==> src/rtl/axis_pattern_gen_pkg.sv <==
// Shared definitions for the AXI4-Stream pattern generator slice.
//  - PG_MODE_* : encodings of the 2-bit data mode input
//  - pg_state_t: generator FSM states
//  - cnt_width : counter width able to hold 0..n-1 (never narrower than 1 bit)
package vd_pkg;

  localparam logic [1:0] PG_MODE_CNT   = 2'd0;  // free-running counter
  localparam logic [1:0] PG_MODE_FCNT  = 2'd1;  // counter reloaded at each SOF
  localparam logic [1:0] PG_MODE_XY    = 2'd2;  // {y, x} raster coordinates
  localparam logic [1:0] PG_MODE_CONST = 2'd3;  // constant seed value

  typedef enum logic [1:0] {
    IDLE   = 2'd0,
    WAIT   = 2'd1,
    STREAM = 2'd2,
    GAP    = 2'd3
  } pg_state_t;

  function automatic int cnt_width(input int n);
    return (n > 1) ? $clog2(n) : 1;
  endfunction

endpackage

==> src/rtl/axis_pattern_gen_if.sv <==
// AXI4-Stream video bus (tdata/tvalid/tready/tuser=SOF/tlast=EOL).
//  master: drives tdata, tvalid, tuser, tlast; samples tready
//  slave : samples tdata, tvalid, tuser, tlast; drives tready
interface axis_pattern_gen_if #(
  parameter int DATA_W = 32
) ();
  import vd_pkg::*;

  logic [DATA_W-1:0] tdata;
  logic              tvalid;
  logic              tready;
  logic              tuser;
  logic              tlast;

  modport master (output tdata, output tvalid, output tuser, output tlast, input tready);
  modport slave  (input tdata, input tvalid, input tuser, input tlast, output tready);

endinterface

==> src/rtl/axis_pattern_gen_xy_cnt.sv <==
// Raster position counter for one frame of H_ACTIVE x V_ACTIVE beats.
//  aclk, areset : clock and synchronous active-high reset
//  clear        : force position back to (0,0) (frame start)
//  advance      : step to the next beat (one accepted transfer)
//  x, y         : current column / line
//  sof/eol/eof  : current beat is first of frame / last of line / last of frame
// The position wraps to (0,0) after the last beat of the frame.
module axis_pattern_xy_cnt
  import vd_pkg::*;
#(
  parameter int H_ACTIVE = 16,
  parameter int V_ACTIVE = 8,
  parameter int XW       = cnt_width(H_ACTIVE),
  parameter int YW       = cnt_width(V_ACTIVE)
) (
  input  logic          aclk,
  input  logic          areset,
  input  logic          clear,
  input  logic          advance,
  output logic [XW-1:0] x,
  output logic [YW-1:0] y,
  output logic          sof,
  output logic          eol,
  output logic          eof
);

  logic [XW-1:0] x_reg;
  logic [YW-1:0] y_reg;

  assign sof = (x_reg == '0) && (y_reg == '0);
  assign eol = (x_reg == XW'(H_ACTIVE - 1));
  assign eof = eol && (y_reg == YW'(V_ACTIVE - 1));
  assign x   = x_reg;
  assign y   = y_reg;

  always_ff @(posedge aclk) begin
    if (areset || clear) begin
      x_reg <= '0;
      y_reg <= '0;
    end else if (advance) begin
      if (eol) begin
        x_reg <= '0;
        y_reg <= eof ? '0 : y_reg + YW'(1);
      end else begin
        x_reg <= x_reg + XW'(1);
      end
    end
  end

endmodule

==> src/rtl/axis_pattern_gen.sv <==
// AXI4-Stream video pattern source: frames of H_ACTIVE x V_ACTIVE beats,
// SOF on tuser, EOL on tlast, with tready backpressure and four data modes.
//  aclk, areset : clock and synchronous active-high reset
//  enable       : level; high = keep generating frames
//  mode, seed   : data mode and start/constant value, latched at frame start
//  m_axis       : AXI4-Stream master (tdata/tvalid/tready/tuser/tlast)
//  frame_done   : one-cycle pulse after the last beat of a frame is accepted
//  frame_cnt    : completed frame count, wraps at 2^16
// All stream outputs are decoded from registered state only, so they stay
// stable while a beat is stalled and only move after an accepted transfer.
module axis_pattern_gen
  import vd_pkg::*;
#(
  parameter int DATA_W      = 32,
  parameter int H_ACTIVE    = 16,
  parameter int V_ACTIVE    = 8,
  parameter int START_DELAY = 25,
  parameter int GAP_CYCLES  = 4
) (
  input  logic              aclk,
  input  logic              areset,
  input  logic              enable,
  input  logic [1:0]        mode,
  input  logic [DATA_W-1:0] seed,
  axis_pattern_gen_if.master m_axis,
  output logic              frame_done,
  output logic [15:0]       frame_cnt
);

  localparam int XW = cnt_width(H_ACTIVE);
  localparam int YW = cnt_width(V_ACTIVE);
  localparam int DW = cnt_width(START_DELAY);
  localparam int GW = cnt_width((GAP_CYCLES > 0) ? GAP_CYCLES : 1);
  localparam int HW = DATA_W / 2;

  pg_state_t         state_reg, state_next;
  logic [DW-1:0]     delay_reg, delay_next;
  logic [GW-1:0]     gap_reg, gap_next;
  logic [1:0]        mode_reg, mode_next;
  logic [DATA_W-1:0] seed_reg, seed_next;
  logic [DATA_W-1:0] data_cnt_reg, data_cnt_next;
  logic              seeded_reg, seeded_next;   // a frame has started since reset
  logic              frame_done_reg, frame_done_next;
  logic [15:0]       frame_cnt_reg, frame_cnt_next;

  logic              start_frame;
  logic              xfer;
  logic [XW-1:0]     pos_x;
  logic [YW-1:0]     pos_y;
  logic              pos_sof, pos_eol, pos_eof;
  logic [DATA_W-1:0] xy_word;
  logic [DATA_W-1:0] pix_data;

  assign xfer = (state_reg == STREAM) && m_axis.tready;

  axis_pattern_xy_cnt #(
    .H_ACTIVE (H_ACTIVE),
    .V_ACTIVE (V_ACTIVE),
    .XW       (XW),
    .YW       (YW)
  ) u_xy_cnt (
    .aclk    (aclk),
    .areset  (areset),
    .clear   (start_frame),
    .advance (xfer),
    .x       (pos_x),
    .y       (pos_y),
    .sof     (pos_sof),
    .eol     (pos_eol),
    .eof     (pos_eof)
  );

  // {y, x} word: each coordinate zero-extended into its DATA_W/2 half.
  for (genvar gi = 0; gi < DATA_W; gi++) begin : g_xy
    if (gi < HW) begin : g_lo
      if (gi < XW) begin : g_x
        assign xy_word[gi] = pos_x[gi];
      end else begin : g_xz
        assign xy_word[gi] = 1'b0;
      end
    end else begin : g_hi
      if ((gi - HW) < YW && (gi - HW) < HW) begin : g_y
        assign xy_word[gi] = pos_y[gi-HW];
      end else begin : g_yz
        assign xy_word[gi] = 1'b0;
      end
    end
  end

  always_comb begin
    case (mode_reg)
      PG_MODE_XY:    pix_data = xy_word;
      PG_MODE_CONST: pix_data = seed_reg;
      default:       pix_data = data_cnt_reg;
    endcase
  end

  always_comb begin
    state_next      = state_reg;
    delay_next      = delay_reg;
    gap_next        = gap_reg;
    mode_next       = mode_reg;
    seed_next       = seed_reg;
    data_cnt_next   = data_cnt_reg;
    seeded_next     = seeded_reg;
    frame_done_next = 1'b0;
    frame_cnt_next  = frame_cnt_reg;
    start_frame     = 1'b0;

    case (state_reg)
      IDLE: begin
        if (enable) begin
          state_next = WAIT;
          delay_next = DW'(START_DELAY - 1);
        end
      end
      WAIT: begin
        if (!enable)               state_next  = IDLE;
        else if (delay_reg == '0)  start_frame = 1'b1;
        else                       delay_next  = delay_reg - DW'(1);
      end
      STREAM: begin
        // enable is only consulted once the frame is complete.
        if (xfer && pos_eof) begin
          frame_done_next = 1'b1;
          frame_cnt_next  = frame_cnt_reg + 16'd1;
          if (GAP_CYCLES > 0) begin
            state_next = GAP;
            gap_next   = GW'(GAP_CYCLES - 1);
          end else if (enable) begin
            start_frame = 1'b1;
          end else begin
            state_next = IDLE;
          end
        end
      end
      GAP: begin
        if (gap_reg != '0)  gap_next    = gap_reg - GW'(1);
        else if (enable)    start_frame = 1'b1;
        else                state_next  = IDLE;
      end
      default: state_next = IDLE;
    endcase

    if (xfer) data_cnt_next = data_cnt_reg + DATA_W'(1);

    // Frame start overrides the increment: mode 1 always reloads, and the
    // free counter takes the seed only for the first frame after reset.
    if (start_frame) begin
      state_next  = STREAM;
      mode_next   = mode;
      seed_next   = seed;
      seeded_next = 1'b1;
      if (mode == PG_MODE_FCNT || !seeded_reg) data_cnt_next = seed;
    end
  end

  always_ff @(posedge aclk) begin
    if (areset) begin
      state_reg      <= IDLE;
      delay_reg      <= '0;
      gap_reg        <= '0;
      mode_reg       <= '0;
      seed_reg       <= '0;
      data_cnt_reg   <= '0;
      seeded_reg     <= 1'b0;
      frame_done_reg <= 1'b0;
      frame_cnt_reg  <= '0;
    end else begin
      state_reg      <= state_next;
      delay_reg      <= delay_next;
      gap_reg        <= gap_next;
      mode_reg       <= mode_next;
      seed_reg       <= seed_next;
      data_cnt_reg   <= data_cnt_next;
      seeded_reg     <= seeded_next;
      frame_done_reg <= frame_done_next;
      frame_cnt_reg  <= frame_cnt_next;
    end
  end

  // Outputs are gated by STREAM so every output reads 0 outside a frame.
  assign m_axis.tvalid = (state_reg == STREAM);
  assign m_axis.tuser  = (state_reg == STREAM) && pos_sof;
  assign m_axis.tlast  = (state_reg == STREAM) && pos_eol;
  assign m_axis.tdata  = (state_reg == STREAM) ? pix_data : '0;
  assign frame_done    = frame_done_reg;
  assign frame_cnt     = frame_cnt_reg;

endmodule

==> src/flat_wrapper.sv <==
// flat-port wrapper written by rule: the top's interface ports become plain ports
module axis_pattern_gen_flat import vd_pkg::*;
#(
  parameter int DATA_W      = 32,
  parameter int H_ACTIVE    = 16,
  parameter int V_ACTIVE    = 8,
  parameter int START_DELAY = 25,
  parameter int GAP_CYCLES  = 4
)
  (aclk, areset, enable, mode, seed, frame_done, frame_cnt, m_axis_tdata, m_axis_tvalid, m_axis_tuser, m_axis_tlast, m_axis_tready);
  axis_pattern_gen_if #(.DATA_W(DATA_W)) m_axis_i ();
  input  logic aclk;
  input  logic areset;
  input  logic enable;
  input  logic [1:0] mode;
  input  logic [DATA_W-1:0] seed;
  output logic frame_done;
  output logic [15:0] frame_cnt;
  output wire logic [$bits(m_axis_i.tdata)-1:0] m_axis_tdata;
  output wire logic [$bits(m_axis_i.tvalid)-1:0] m_axis_tvalid;
  output wire logic [$bits(m_axis_i.tuser)-1:0] m_axis_tuser;
  output wire logic [$bits(m_axis_i.tlast)-1:0] m_axis_tlast;
  input wire logic [$bits(m_axis_i.tready)-1:0] m_axis_tready;
  assign m_axis_tdata = m_axis_i.tdata;
  assign m_axis_tvalid = m_axis_i.tvalid;
  assign m_axis_tuser = m_axis_i.tuser;
  assign m_axis_tlast = m_axis_i.tlast;
  assign m_axis_i.tready = m_axis_tready;
  axis_pattern_gen #(.DATA_W(DATA_W), .H_ACTIVE(H_ACTIVE), .V_ACTIVE(V_ACTIVE), .START_DELAY(START_DELAY), .GAP_CYCLES(GAP_CYCLES)) u_core (.aclk(aclk), .areset(areset), .enable(enable), .mode(mode), .seed(seed), .m_axis(m_axis_i), .frame_done(frame_done), .frame_cnt(frame_cnt));
endmodule
==> config.mk <==
export PLATFORM = sky130hd
export DESIGN_NAME = axis_pattern_gen_flat
export DESIGN_NICKNAME = d
export VERILOG_FILES = /design/src/rtl/axis_pattern_gen_pkg.sv /design/src/rtl/axis_pattern_gen_if.sv /design/src/rtl/axis_pattern_gen_xy_cnt.sv /design/src/rtl/axis_pattern_gen.sv /design/src/flat_wrapper.sv
export SDC_FILE = /design/constraint.sdc
export NUM_CORES = 1
export LEC_CHECK = 0
export CAP_MARGIN = 20
export CELL_PAD_IN_SITES_DETAIL_PLACEMENT = 1
export CELL_PAD_IN_SITES_GLOBAL_PLACEMENT = 1
export CORE_MARGIN = 2
export CORE_UTILIZATION = 40
export CTS_BUF_LIST = sky130_fd_sc_hd__clkbuf_2
export CTS_CLUSTER_SIZE = 40
export DETAILED_ROUTE_END_ITERATION = 10
export GPL_TIMING_DRIVEN = 1
export PLACE_DENSITY_LB_ADDON = 0.1
export SETUP_SLACK_MARGIN = 0.3
export SLEW_MARGIN = 20
export SYNTH_ARGS = -nofsm -noshare
export SYNTH_HDL_FRONTEND = slang
export SYNTH_SLANG_ARGS = --single-unit
==> constraint.sdc <==
create_clock -name aclk -period 2.6 [get_ports aclk]
set_input_delay 0.52 -clock aclk [delete_from_list [all_inputs] [get_ports aclk]]
set_output_delay 0.52 -clock aclk [all_outputs]
set_load 0.01 [all_outputs]
==> qor.yml <==
vias: 5041
skew_ps: 25.45
slew_viol_final: 0
path_cells: "buf_12 > and2_4 > buf_6 > buf_16 > a21oi_2 > nor2_1 > buf_2"
multi_input_area_um2: 3217
yosysMostFrequentCell: "dfxtp_1"
worst_ep_required_time_ps: 2080
startpoint: "u_core.mode_reg[1]"
finalSetupViolCount: 0
grt.total_usage_pct: 23.53
static-leakage-power_nw: 2.387
synth-edff-count: 0
synth_top_area_cell: "dfxtp_1"
yosysTopAreaCellShare_pct: 38.21
hp-class: "input pin to flop"
area_growth_pct: 31.02
r2r_start: "u_core.u_xy_cnt.y[0]"
rsz0062_at_grt: "true"
clock_latency_ps: 610
worst-setup-path-type: "flop to output port"
clock-sinks: 100
layout-drive-gt1-share_pct: 21.99
crit_arrival_ps: 1890
ys_seq_elements: 100
design.die.area_um2: 14030
timing.rr.end: "u_core.frame_cnt[9]"
antenna_found_initial: 1
grt_pass1_wl_um: 26770
fin_crit_ps: 2415
htree_levels: 3
period_share_pct: 92.88
tns_ps: 0
r2r_slack_ps: 450
register_area_um2: 2019
power_density_nw_per_um2: 406.8
design_area_um2: 6864
peakVddDrop_mv: 0.3535
relSlewSlack_pct: 65.81
grt_max_degree: 82
synthArstFlopShare_pct: 0
pin_count: 90
grt_pass1_vias: 5186
detailed_place_hpwl_um: 10790
wl_um: 16240
numCtsBuffers: 9
vias_per_cell: 5.374
cp-start-kind: "flop"
crit_slowest_cell: "dfxtp_4"
crit_fanout: 5
final-hold-violation-count: 0
tritoncts: "done"
yosysSeqAreaShare_pct: 38.21
cts-root-buf: "clkbuf_2"
routedWlPerCell_um: 17.31
overflow: 0
p_comb_share_pct: 13.6
yosysUniqueCellTypes: 49
switching_power_uw: 802.6
worstHoldStart: "areset"
drc_errors: 0
ff2ff_path_depth: 6
portBuffers: 89
synth.area.top_cells: "dfxtp_1 (38%), a21oi_1 (7.2%), nand2_1 (7.0%), nor2_1 (6.4%), a211oi_1 (5.0%)"
drtIter0Drc: 239
cp-endpoint: "m_axis_tdata[10]"
n_fill_cell: 1591
synthCells: 664
intPower_mw: 1.989
die_h_um: 118.4
core_area_um2: 12720
initial_core_util_pct: 41.18
status: "finished clean"
synthFlopType: "dfxtp_1"
syn_avg_cell_area_um2: 7.890
tightest_slew_ps: 511.5
num-nets-final: 807
syn_nets: 712
endpoint_kind: "output port"
p_sw_share_pct: 28.75
clk_pin_slew_ps: 260
gp_congestion: 0.8098
antenna_left: 0
drtPass1Iterations: 4
max_freq_mhz: 414.1
slowest_delay_ps: 420
die_w_um: 118.4
clkPwrFrac_pct: 27.3
num_rows: 41
sequentialPowerShare_pct: 59.1
netlist_area_um2: 5239
synth_commonest_cells: "dfxtp_1 (100), nand2_1 (98), nor2_1 (90), a21oi_1 (75), a211oi_1 (35)"
place_area_um2: 6349
clockBufferDepth: 2
maxCapViolCount: 0
whs_path_depth: 2
synth_warnings: 0
==> cells in the final DEF, fill, tap and decap left out, types with 3 or more instances in the layout <==
cell type        count
o21ai_0              9
nor2_1              88
a21oi_1             57
inv_1               17
xnor2_1             26
xor2_1              20
dfxtp_2              5
clkinv_1             3
clkbuf_2            10
and3_1               5
a211oi_2            11
nor4_1               3
nand4_1             11
nor3_1              10
nor2b_2              4
nand2_1             96
buf_16               4
nor2b_1             11
dfxtp_4              3
clkinv_4             3
buf_12               8
nand2b_1             6
mux2i_1              7
a21oi_2             12
buf_4               19
clkdlybuf4s50_1     53
nor3_2               3
buf_6                6
or3_1                5
nand3_1             26
a211oi_1            28
nor2b_4              3
dfxtp_1             92
a21oi_4              6
or2_2                3
ha_1                 9
buf_2               34
nor4_2               6
or4_4                3
==> power by group through the flow <==
stage	Combinational (mW)	Sequential, mW	Clock (mW)
5_1_grt	0.414	1.66	0.852
6_report	0.378	1.65	0.763
3_3_place_gp	0.328	1.67	0
2_1_floorplan	0.203	1.66	0
3_5_place_dp	0.338	1.68	0
4_1_cts	0.371	1.65	0.793
==> cell type report <==
type,count,share of cell area [%]
multi-input cells,503,46.86
flip-flops and latches,100,29.42
repair buffers,127,17.88
well taps,172,3.135
clock inverters,7,0.9843
inverters,18,0.9843
clock buffers,9,0.6562
diodes,2,0.07291
==> critical path: cells and delay by family (launching register included) <==
family / cells / cell delay, ps
AO/OA/AOI/OAI: 1 / 130
flip-flops: 1 / 420
buffers and inverters: 4 / 540
AND/OR/NAND/NOR: 2 / 200
==> through the flow <==
step	setup slack, ps	total power, mW	util, %	std cells	hold WS, ps
finish	185.1	2.792	53.95	938	237.9
global route	66.49	2.927	53.95	938	175.8
CTS	143.6	2.811	53.20	935	189.6
detailed placement	51.06	2.013	49.90	903	447.1
global placement	132.6	1.999	49.90	903	441.4
floorplan	567.4	1.860	-	664	433.7
==> cell families (layout without fill, tap and decap cells) <==
kind of cell	count (synthesis)	count (layout)	share of synthesized area [%]
AOI/OAI and AO/OA	131	131	15.12
xor gates and xnor gates	46	46	7.691
adders and majority gates	10	10	2.388
buffers and inverters	61	161	5.015
DFF	100	100	38.21
muxes	8	8	1.552
other	0	2	0
and+or+nand+nor	308	308	30.02
==> timing repair <==
action	in CTS	in global routing
hold buffers	0	0
cloned	5	0
gates resized for setup	202	25
endpoints found under the setup margin	36	38
hold endpoints to repair	0	0
setup buffers	11	1
pin swaps	21	13
==> worst min-delay path by stage <==
stage	to
floorplan	u_core.seeded_reg
global placement	u_core.seed_reg[16]
detailed placement	u_core.seed_reg[30]
CTS	u_core.frame_cnt[11]
global route	u_core.frame_cnt[11]
finish	u_core.frame_cnt[11]
==> layer usage <==
metal	wire, um	GRT usage, %	share of wire, %
met5	0	0	0
met4	235	5.804	1.4
met3	409	4.585	2.5
met2	8307	42.16	51
met1	7285	28.87	45
No activity file was read; power rests on OpenSTA's default activity.
